$ cat src/rtl/rt8_final_cpa.sv
// -----------------------------------------------------------------------------
// rt8_final_cpa
//   Final carry-propagate stage after the radix-8 approximate compressor row.
//   It adds the per-column sum and carry vectors, and optionally the error
//   compensation vector, in a 2-stage pipeline. A saturating counter records
//   how many columns were flagged as approximate.
//
//   Optional feature macro: RT8_ERR_COMP_EN
//     defined   : err_vec<<1 is a third operand. A 3:2 carry-save row merges
//                 the three operands before the low-half add.
//     undefined : err_vec only drives result_err and err_cnt.
//
// Ports
//   clk, rst_n      clock, asynchronous active-low reset
//   in_valid/ready  input beat handshake
//   sum_vec         column sum bits, bit i weight 2^i
//   carry_vec       column carry bits, bit i weight 2^(i+1)
//   err_vec         column error flags, bit i weight 2^(i+1) when compensating
//   out_valid/ready result handshake
//   result          W+3-bit final sum
//   result_err      OR of err_vec for the beat
//   clr_cnt         synchronous clear of err_cnt (wins over a same-cycle count)
//   err_cnt         saturating count of flagged columns
//
// Handshake: a beat moves on a clock edge when valid and ready are both high.
//   A producer must hold valid and data steady until it is accepted. A held
//   output stays unchanged while out_valid is high and out_ready is low.
//   in_ready is combinational from out_ready through the pipeline.
// -----------------------------------------------------------------------------
module rt8_final_cpa #(
   parameter int W  = 16,
   parameter int CW = 16
) (
   input  logic           clk,
   input  logic           rst_n,
   input  logic           in_valid,
   output logic           in_ready,
   input  logic [W-1:0]   sum_vec,
   input  logic [W-1:0]   carry_vec,
   input  logic [W-1:0]   err_vec,
   output logic           out_valid,
   input  logic           out_ready,
   output logic [W+2:0]   result,
   output logic           result_err,
   input  logic           clr_cnt,
   output logic [CW-1:0]  err_cnt
);

   localparam int H  = W/2 + 1;            // low-half width
   localparam int UW = W + 2 - H;          // upper operand slice width
   localparam int PW = $clog2(W + 1);      // popcount width
   localparam int SW = ((CW > PW) ? CW : PW) + 1;
   localparam logic [CW-1:0] CNT_MAX = '1;

   // pipeline state
   logic            r_s1_valid;
   logic [H-1:0]    r_lo;
   logic            r_lo_c;
   logic [UW-1:0]   r_hi_x;
   logic [UW-1:0]   r_hi_y;
   logic            r_s1_err;
   logic            r_out_valid;
   logic [W+2:0]    r_result;
   logic            r_result_err;
   logic [CW-1:0]   r_cnt;

   logic            w_adv1, w_adv2, w_accept;
   logic [W+1:0]    w_op_x, w_op_y;
   logic [H:0]      w_lo_sum;
   logic [UW:0]     w_hi_sum;
   logic [PW-1:0]   w_pop;
   logic [SW-1:0]   w_cnt_sum;
   logic [CW-1:0]   w_cnt_next;

   // ---------------- handshake ----------------
   always_comb begin
      w_adv2   = !r_out_valid || out_ready;
      w_adv1   = !r_s1_valid || w_adv2;
      w_accept = in_valid && w_adv1;
   end

   assign in_ready = w_adv1;

   // ---------------- operand formation ----------------
`ifdef RT8_ERR_COMP_EN
   logic [W:0] w_a, w_b, w_e;
   always_comb begin
      w_a = {1'b0, sum_vec};
      w_b = {carry_vec, 1'b0};
      w_e = {err_vec, 1'b0};
      // carry-save row: sum bits stay in place, majority bits move up one
      w_op_x = {1'b0, w_a ^ w_b ^ w_e};
      w_op_y = {(w_a & w_b) | (w_a & w_e) | (w_b & w_e), 1'b0};
   end
`else
   always_comb begin
      w_op_x = {2'b00, sum_vec};
      w_op_y = {1'b0, carry_vec, 1'b0};
   end
`endif

   assign w_lo_sum = {1'b0, w_op_x[H-1:0]} + {1'b0, w_op_y[H-1:0]};

   // ---------------- stage 1 ----------------
   always_ff @(posedge clk or negedge rst_n) begin
      if (!rst_n) begin
         r_s1_valid <= 1'b0;
         r_lo       <= '0;
         r_lo_c     <= 1'b0;
         r_hi_x     <= '0;
         r_hi_y     <= '0;
         r_s1_err   <= 1'b0;
      end else if (w_adv1) begin
         r_s1_valid <= w_accept;
         if (w_accept) begin
            r_lo     <= w_lo_sum[H-1:0];
            r_lo_c   <= w_lo_sum[H];
            r_hi_x   <= w_op_x[W+1:H];
            r_hi_y   <= w_op_y[W+1:H];
            r_s1_err <= |err_vec;
         end
      end
   end

   // ---------------- stage 2 ----------------
   assign w_hi_sum = {1'b0, r_hi_x} + {1'b0, r_hi_y} + {{UW{1'b0}}, r_lo_c};

   always_ff @(posedge clk or negedge rst_n) begin
      if (!rst_n) begin
         r_out_valid  <= 1'b0;
         r_result     <= '0;
         r_result_err <= 1'b0;
      end else if (w_adv2) begin
         // an empty stage 1 moves in as a bubble and clears out_valid
         r_out_valid <= r_s1_valid;
         if (r_s1_valid) begin
            r_result     <= {w_hi_sum, r_lo};
            r_result_err <= r_s1_err;
         end
      end
   end

   assign out_valid  = r_out_valid;
   assign result     = r_result;
   assign result_err = r_result_err;

   // ---------------- error counter ----------------
   always_comb begin
      w_pop = '0;
      for (int i = 0; i < W; i++) begin
         w_pop = w_pop + PW'(err_vec[i]);
      end
   end

   always_comb begin
      w_cnt_sum  = SW'(r_cnt) + SW'(w_pop);
      w_cnt_next = (w_cnt_sum > SW'(CNT_MAX)) ? CNT_MAX : w_cnt_sum[CW-1:0];
   end

   // counting is tied to accept, so a downstream stall does not delay it
   always_ff @(posedge clk or negedge rst_n) begin
      if (!rst_n) begin
         r_cnt <= '0;
      end else if (clr_cnt) begin
         r_cnt <= '0;
      end else if (w_accept) begin
         r_cnt <= w_cnt_next;
      end
   end

   assign err_cnt = r_cnt;

endmodule

$ cat config.mk
export PLATFORM = sky130hd
export DESIGN_NAME = rt8_final_cpa
export DESIGN_NICKNAME = d
export VERILOG_FILES = /design/src/rtl/rt8_final_cpa.sv
export SDC_FILE = /design/constraint.sdc
export NUM_CORES = 1
export LEC_CHECK = 0
export CAP_MARGIN = 20
export CORE_MARGIN = 1.5
export CORE_UTILIZATION = 30
export CTS_CLUSTER_SIZE = 14
export DETAILED_ROUTE_END_ITERATION = 8
export PLACE_DENSITY_LB_ADDON = 0.05
export RECOVER_POWER = 100
export SLEW_MARGIN = 20
export SYNTH_ARGS = -nofsm -noshare
export SYNTH_HDL_FRONTEND = slang
export SYNTH_SLANG_ARGS = --single-unit
export TNS_END_PERCENT = 20
$ cat constraint.sdc
create_clock -name clk -period 5.1 [get_ports clk]
set_clock_uncertainty 0.2 [all_clocks]
set_input_delay 1.53 -clock clk [delete_from_list [all_inputs] [get_ports clk]]
set_output_delay 1.53 -clock clk [all_outputs]
set_load 0.05 [all_outputs]
# [Yosys cells after proc, flatten, opt, wreduce, memory -nomap -nowiden]
# Index checks and enable logic that the tools add are counted.
[word_totals] out_inout_bits=38 input_bits=53 register_bits=64
[classes] n_reduce_logical=9 addsub=19 muxes=3 order_cmp=1
[ops] operator="5-bit by 1-bit adder with 5-bit output" n=11
[ops] operator="16-bit 2-to-1 mux" n=3
[ops] operator="16-bit by 5-bit adder with 17-bit output" n=1
[ops] operator="17-bit by 16-bit greater-than comparator with 1-bit output, second input constant" n=1
[ops] operator="16-bit OR reduction" n=1
[ops] operator="9-bit by 1-bit adder with 10-bit output" n=1
[ops] operator="9-bit by 9-bit adder with 10-bit output" n=1
[ops] operator="7-bit by 8-bit adder with 9-bit output" n=1
[ops] operator="4-bit by 1-bit adder with 5-bit output" n=1
[ops] operator="3-bit by 1-bit adder with 4-bit output" n=1
[ops] operator="2-bit AND reduction" n=2
[ops] operator="2-bit by 1-bit adder with 3-bit output" n=1
[ops] operator="1-bit by 1-bit adder with 2-bit output" n=1
[ops] operator="1-bit logical NOT" n=2
[ops] operator="1-bit logical OR" n=2
[ops] operator="2-bit nonzero test" n=1
[ops] operator="1-bit logical AND" n=1

# [Depth between registers and ports, before layout]
# Gate-level depths: netlist of run 1.
[logic_depth] word_depth=20 depth_mapped=15 mapped_depth_nobuf=14

# [Least setup slack after synthesis of run 1]
# Ideal clock, no wire load.
[synth_timing] path_type="input to register" from="in err_vec[0]" to="reg r_cnt[6] (netlist: err_cnt[6])" arrival_time_ps=5361 path_slack_ps=-542 stages=14 n_path_buf=1 path_cell_list="fa_1 inv_1 fa_1 fa_1 fa_1 fa_1 inv_1 fa_1 a211o_1 a21oi_2 or4_4 buf_6 and4_1 nor3_2"
[synth_between] elab_chain_len=20
[synth_lines] item="from (decl)" line_no="40" text="input logic [W-1:0] err_vec,"
[synth_lines] item="1-bit by 1-bit adder with 2-bit output (*)" line_no="151" text="w_pop = w_pop + PW'(err_vec[i]);"
[synth_lines] item="2-bit by 1-bit adder with 3-bit output (*)" line_no="151"
[synth_lines] item="3-bit by 1-bit adder with 4-bit output (*)" line_no="151"
[synth_lines] item="4-bit by 1-bit adder with 5-bit output (*)" line_no="151"
[synth_lines] item="5-bit by 1-bit adder with 5-bit output (*) (11 in a row)" line_no="151"
[synth_lines] item="16-bit by 5-bit adder with 17-bit output (*)" line_no="156" text="w_cnt_sum = SW'(r_cnt) + SW'(w_pop);"
[synth_lines] item="17-bit by 16-bit greater-than comparator with 1-bit output" line_no="157" text="w_cnt_next = (w_cnt_sum > SW'(CNT_MAX)) ? CNT_MAX : w_cnt_sum[CW-1:0];"
[synth_lines] item="16-bit 2-to-1 mux (*)" line_no="157"
[synth_lines] item="16-bit 2-to-1 mux (*)" line_no="166" text="end else if (w_accept) begin"
[synth_lines] item="16-bit 2-to-1 mux (*)" line_no="164" text="end else if (clr_cnt) begin"
[synth_lines] item="to (signal assigned)" line_no="167" text="r_cnt <= w_cnt_next;"
[synth_lines] item="to (decl)" line_no="65" text="logic [CW-1:0] r_cnt;"
# Every way passes the cells marked *; elsewhere a longest branch is shown, timed or not. The select of a mux whose other input is x is not followed.
# A chain may end at the register's enable or synchronous reset.

# [Final worst setup path of run 1]
[layout_timing] from="in err_vec[11]" to="reg r_cnt[3] (netlist: err_cnt[3])"
[layout_between] elab_chain_len=10
[layout_lines] item="5-bit by 1-bit adder with 5-bit output (*) (5 in a row)" line_no="151"
[layout_lines] item="16-bit by 5-bit adder with 17-bit output (*)" line_no="156"
[layout_lines] item="17-bit by 16-bit greater-than comparator with 1-bit output" line_no="157"
[layout_lines] item="16-bit 2-to-1 mux (*)" line_no="157"
[layout_lines] item="16-bit 2-to-1 mux (*)" line_no="166"
[layout_lines] item="16-bit 2-to-1 mux (*)" line_no="164"
# Marked as above.

==> flow_summary_export.csv, run 1 <==
group,metric,value,unit
sta,holdWs,273,ps
finish,num-fill-cells,1272,
worst_setup_path,r2r_setup_slack,1070,ps
power_and_ir_drop,vdd_drop_max,0.289,mV
worst_setup_path,r2r-start,"err_cnt[0]$_DFFE_PN0P_",
die,fp.coreArea,12200,sq um
yosys,synth-seq-area-share,41.4,%
power_and_ir_drop,switching_share,38.6,%
drt,firstDrtPassIters,4,
worst_setup_path,cp.required,5130,ps
yosys,syn_avg_cell_area,9.62,sq um
global_route,grt_pass1_vias,3273,
sta,max_slew_margin,7.06,%
finish,nets,592,
worst_setup_path,worst-path-max-fanout,6,
die,rows,40,
hold_path,hold_path_startpoint,"result[16]$_DFFE_PN0P_",
yosys,syn_nets,487,
yosys,synth.top_cell.area_share,41.4,%
clock_network,cts_buffers,9,
drt,viasPerCell,4.69,
drt,drc,0,
sta,fin_setup_tns,-4080,ps
worst_setup_path,cp-end-kind,"flip-flop",
finish,layout-drive-gt1-share,15.6,%
yosys,synth_top_area_cell,"dfrtp_1",
worst_setup_path,critPathSlowestCell,"fa_1",
yosys,ys_warn_count,0,
hold_path,whs_path_depth,2,
worst_setup_path,worstReg2RegEnd,"err_cnt[15]$_DFFE_PN0P_",
worst_setup_path,cpPeakStageDelay,530,ps
finish,mostFrequentLayoutCells,"nand2_1, dfrtp_1, inv_1",
clock_network,path_clk_slew,60,ps
yosys,synth_area_leaders,"dfrtp_1, fa_1, ha_1",
global_route,grtUsageTotal,15.1,%
outcome,outcome,"finished with violations",
worst_setup_path,path_buf_inv,4,
outcome,violations,"negative setup slack",
yosys,yosysUniqueCellTypes,51,
finish,syn2layout_area_growth,40.2,%
yosys,ys_ff_latch,63,
yosys,async_reset_ff_share,100,%
yosys,synthCells,396,
worst_setup_path,reg2reg_depth,12,
worst_setup_path,cp_top_family,"adder cells",
global_route,grt_max_degree,42,
drt,vias,3162,
power_and_ir_drop,p_int,0.00154,W
die,die_x,116,um
power_and_ir_drop,power_density,469,nW/um^2
hold_path,hold_class,"flip-flop to flip-flop",
die,initial_core_util,31.2,%
power_and_ir_drop,seqPwrFrac,26.2,%
finish,diodes,0,
hold_path,min_to,"result[16]$_DFFE_PN0P_",
clock_network,clk_latency,330,ps
worst_setup_path,critPathLaunchType,"input pin",
die,pin_count,91,
place,portBuffers,89,
sta,hold_viol,0,
finish,layout_commonest_cell,"nand2_1",
yosys,synth_edf_count,0,
flow_run,maxCapViolCount,0,
worst_setup_path,crit_type,"input pin to flip-flop",
drt,totalWireLength,9360,um
drt,drtIter0Drc,98,
global_route,grt.overflow.total,0,
clock_network,cts_tree,"built",
worst_setup_path,crit_path_cell_trace,"buf_8 > fa_1 > inv_1 > fa_1 > fa_1 > fa_1 > fa_2 > inv_2 > fa_2 > a211o_1 > a21oi_4 > nor4_4 > buf_4 > a21oi_2 > a211oi_2",
power_and_ir_drop,combPwrFrac,47.0,%
sta,timing.fmax,185,MHz
yosys,syn_area,3810,sq um
die,die_h,116,um
power_and_ir_drop,clkPwrFrac,26.8,%
sta,rsz0062_at_grt,"true",
place,hpwl,7050,um
sta,slew_viol_final,0,
sta,setup_ws,-317,ps
yosys,synth_ff_type,"dfrtp_1",
sta,setup_viol,16,
sta,fin_crit_sh,106,%
global_route,antenna_found_initial,0,
drt,drtAntennaViolNets,0,
worst_setup_path,crit_top_cell,"fa_1",
worst_setup_path,crit_arrival,5440,ps
power_and_ir_drop,leakage,2.47,nW
clock_network,cts_sinks,63,
die,design.die.area,13400,sq um
sta,post-route-min-period,5420,ps
sta,worst_slew_pin_slew,1390,ps
global_route,grt_pass1_wl,15600,um
clock_network,cts_buffer_depth,2,
power_and_ir_drop,switching_power,0.000968,W
clock_network,root_buffer,"clkbuf_16",
drt,routedWlPerCell,13.9,um
place,gp_congestion,0.798,
clock_network,h-tree-depth,3,
what timing repair did:
item	4_1_cts	5_1_grt
setup endpoints to repair	16	16
cloned	0	0
pin swaps	27	16
gates resized for setup	50	7
setup buffers	1	1
hold buffers	0	0
power groups by stage:
| stage | registers, W | logic, W | clock network (W) |
|---|---|---|---|
| global placement | 0.000669 | 0.00115 | 0 |
| floorplan | 0.000887 | 0.000541 | 0 |
| detailed placement | 0.000670 | 0.00116 | 0 |
| global route | 0.000671 | 0.00130 | 0.000713 |
| CTS | 0.000662 | 0.00120 | 0.000696 |
| finish | 0.000655 | 0.00118 | 0.000672 |
flip-flops by register name, indices dropped and copies added, names as in the netlist:
| signal | flops |
|---|---|
| r_s1_err | 1 |
| out_valid | 1 |
| r_lo | 9 |
| r_hi_x | 7 |
| result_err | 1 |
| result | 18 |
| r_s1_valid | 1 |
| r_hi_y | 8 |
| err_cnt | 16 |
| r_lo_c | 1 |
cell type report:
type                       instances  area [sq um]  share of cell area, %
clock buffer                      10           239                   4.47
clock inverter                     6          92.6                   1.73
sequential                        63          1580                   29.5
multi-input combinational        276          2080                   38.9
inverter                          44           165                   3.09
timing repair buffer             107           981                   18.4
tap                              168           210                   3.94
per-stage QoR:
step | util, % | total power, W | worst slack, ps | std cells | area (sq um)
after floorplan | - | 0.00143 | -484 | 396 | 3820
after global placement | 40.7 | 0.00182 | -1040 | 656 | 4970
after detailed placement | 40.7 | 0.00183 | -1140 | 656 | 4970
after CTS | 43.6 | 0.00256 | -370 | 673 | 5320
after global routing | 43.7 | 0.00268 | -434 | 674 | 5340
final | 43.7 | 0.00251 | -317 | 674 | 5340
worst max path at each step:
| stage | to | slack, ps | cells after the start | startpoint |
|---|---|---|---|---|
| after floorplan | err_cnt[6]$_DFFE_PN0P_ | -480 | 14 | err_vec[11] |
| after global placement | err_cnt[3]$_DFFE_PN0P_ | -1040 | 15 | err_vec[5] |
| after detailed placement | err_cnt[3]$_DFFE_PN0P_ | -1140 | 15 | err_vec[5] |
| after CTS | err_cnt[5]$_DFFE_PN0P_ | -370 | 14 | err_vec[3] |
| after global routing | err_cnt[3]$_DFFE_PN0P_ | -430 | 15 | err_vec[11] |
| final | err_cnt[3]$_DFFE_PN0P_ | -320 | 15 | err_vec[11] |
metal layers:
layer / global-route usage, % / share of wire, % / up-vias
li1: - / - / 1566
met1: 18.8 / 45 / 1525
met2: 25.9 / 50 / 62
met3: 3.50 / 3.7 / 9
met4: 4.88 / 1.2 / 0
met5: 0 / 0 / -
tightest hold or removal path, stage by stage (launching register included):
cell and delay (ps):
dfrtp_1 340, nand2_1 50, o31ai_1 50
synthesized netlist by cell type, drive strengths merged (3+ instances only):
cell / number
a211oi: 8
o21ai: 20
a311oi: 5
buf: 3
nor2b: 5
nor4: 4
a21oi: 15
nand3: 4
dfrtp: 63
and4: 3
a31oi: 5
and3: 6
and2: 3
o211ai: 3
nor2: 15
ha: 23
o21a: 4
nand2: 69
inv: 44
fa: 15
nand2b: 3
xor2: 5
nor3: 15
mux2: 13
xnor2: 4
or3: 3
clkbuf: 10
o31ai: 4
kinds of logic (layout without fill, tap and decap cells):
kind of cell,count (synthesis),in the layout,share of synthesized area (%)
other,1,1,0.0984
AOI/OAI and AO/OA,74,74,12.7
muxes,14,14,4.10
DFF,63,63,41.4
buffers and inverters,57,167,5.91
adders and majority gates,38,38,15.4
xor gates and xnor gates,9,9,2.07
and+or+nand+nor,140,140,18.3
(Power assumes the default switching activity.)
==> inputs of run 2 (changes only) <==
- HOLD_SLACK_MARGIN: not set -> 0.05
==> results of run 2 <==
Final layout, timing and power as in run 1 (identical DEF).
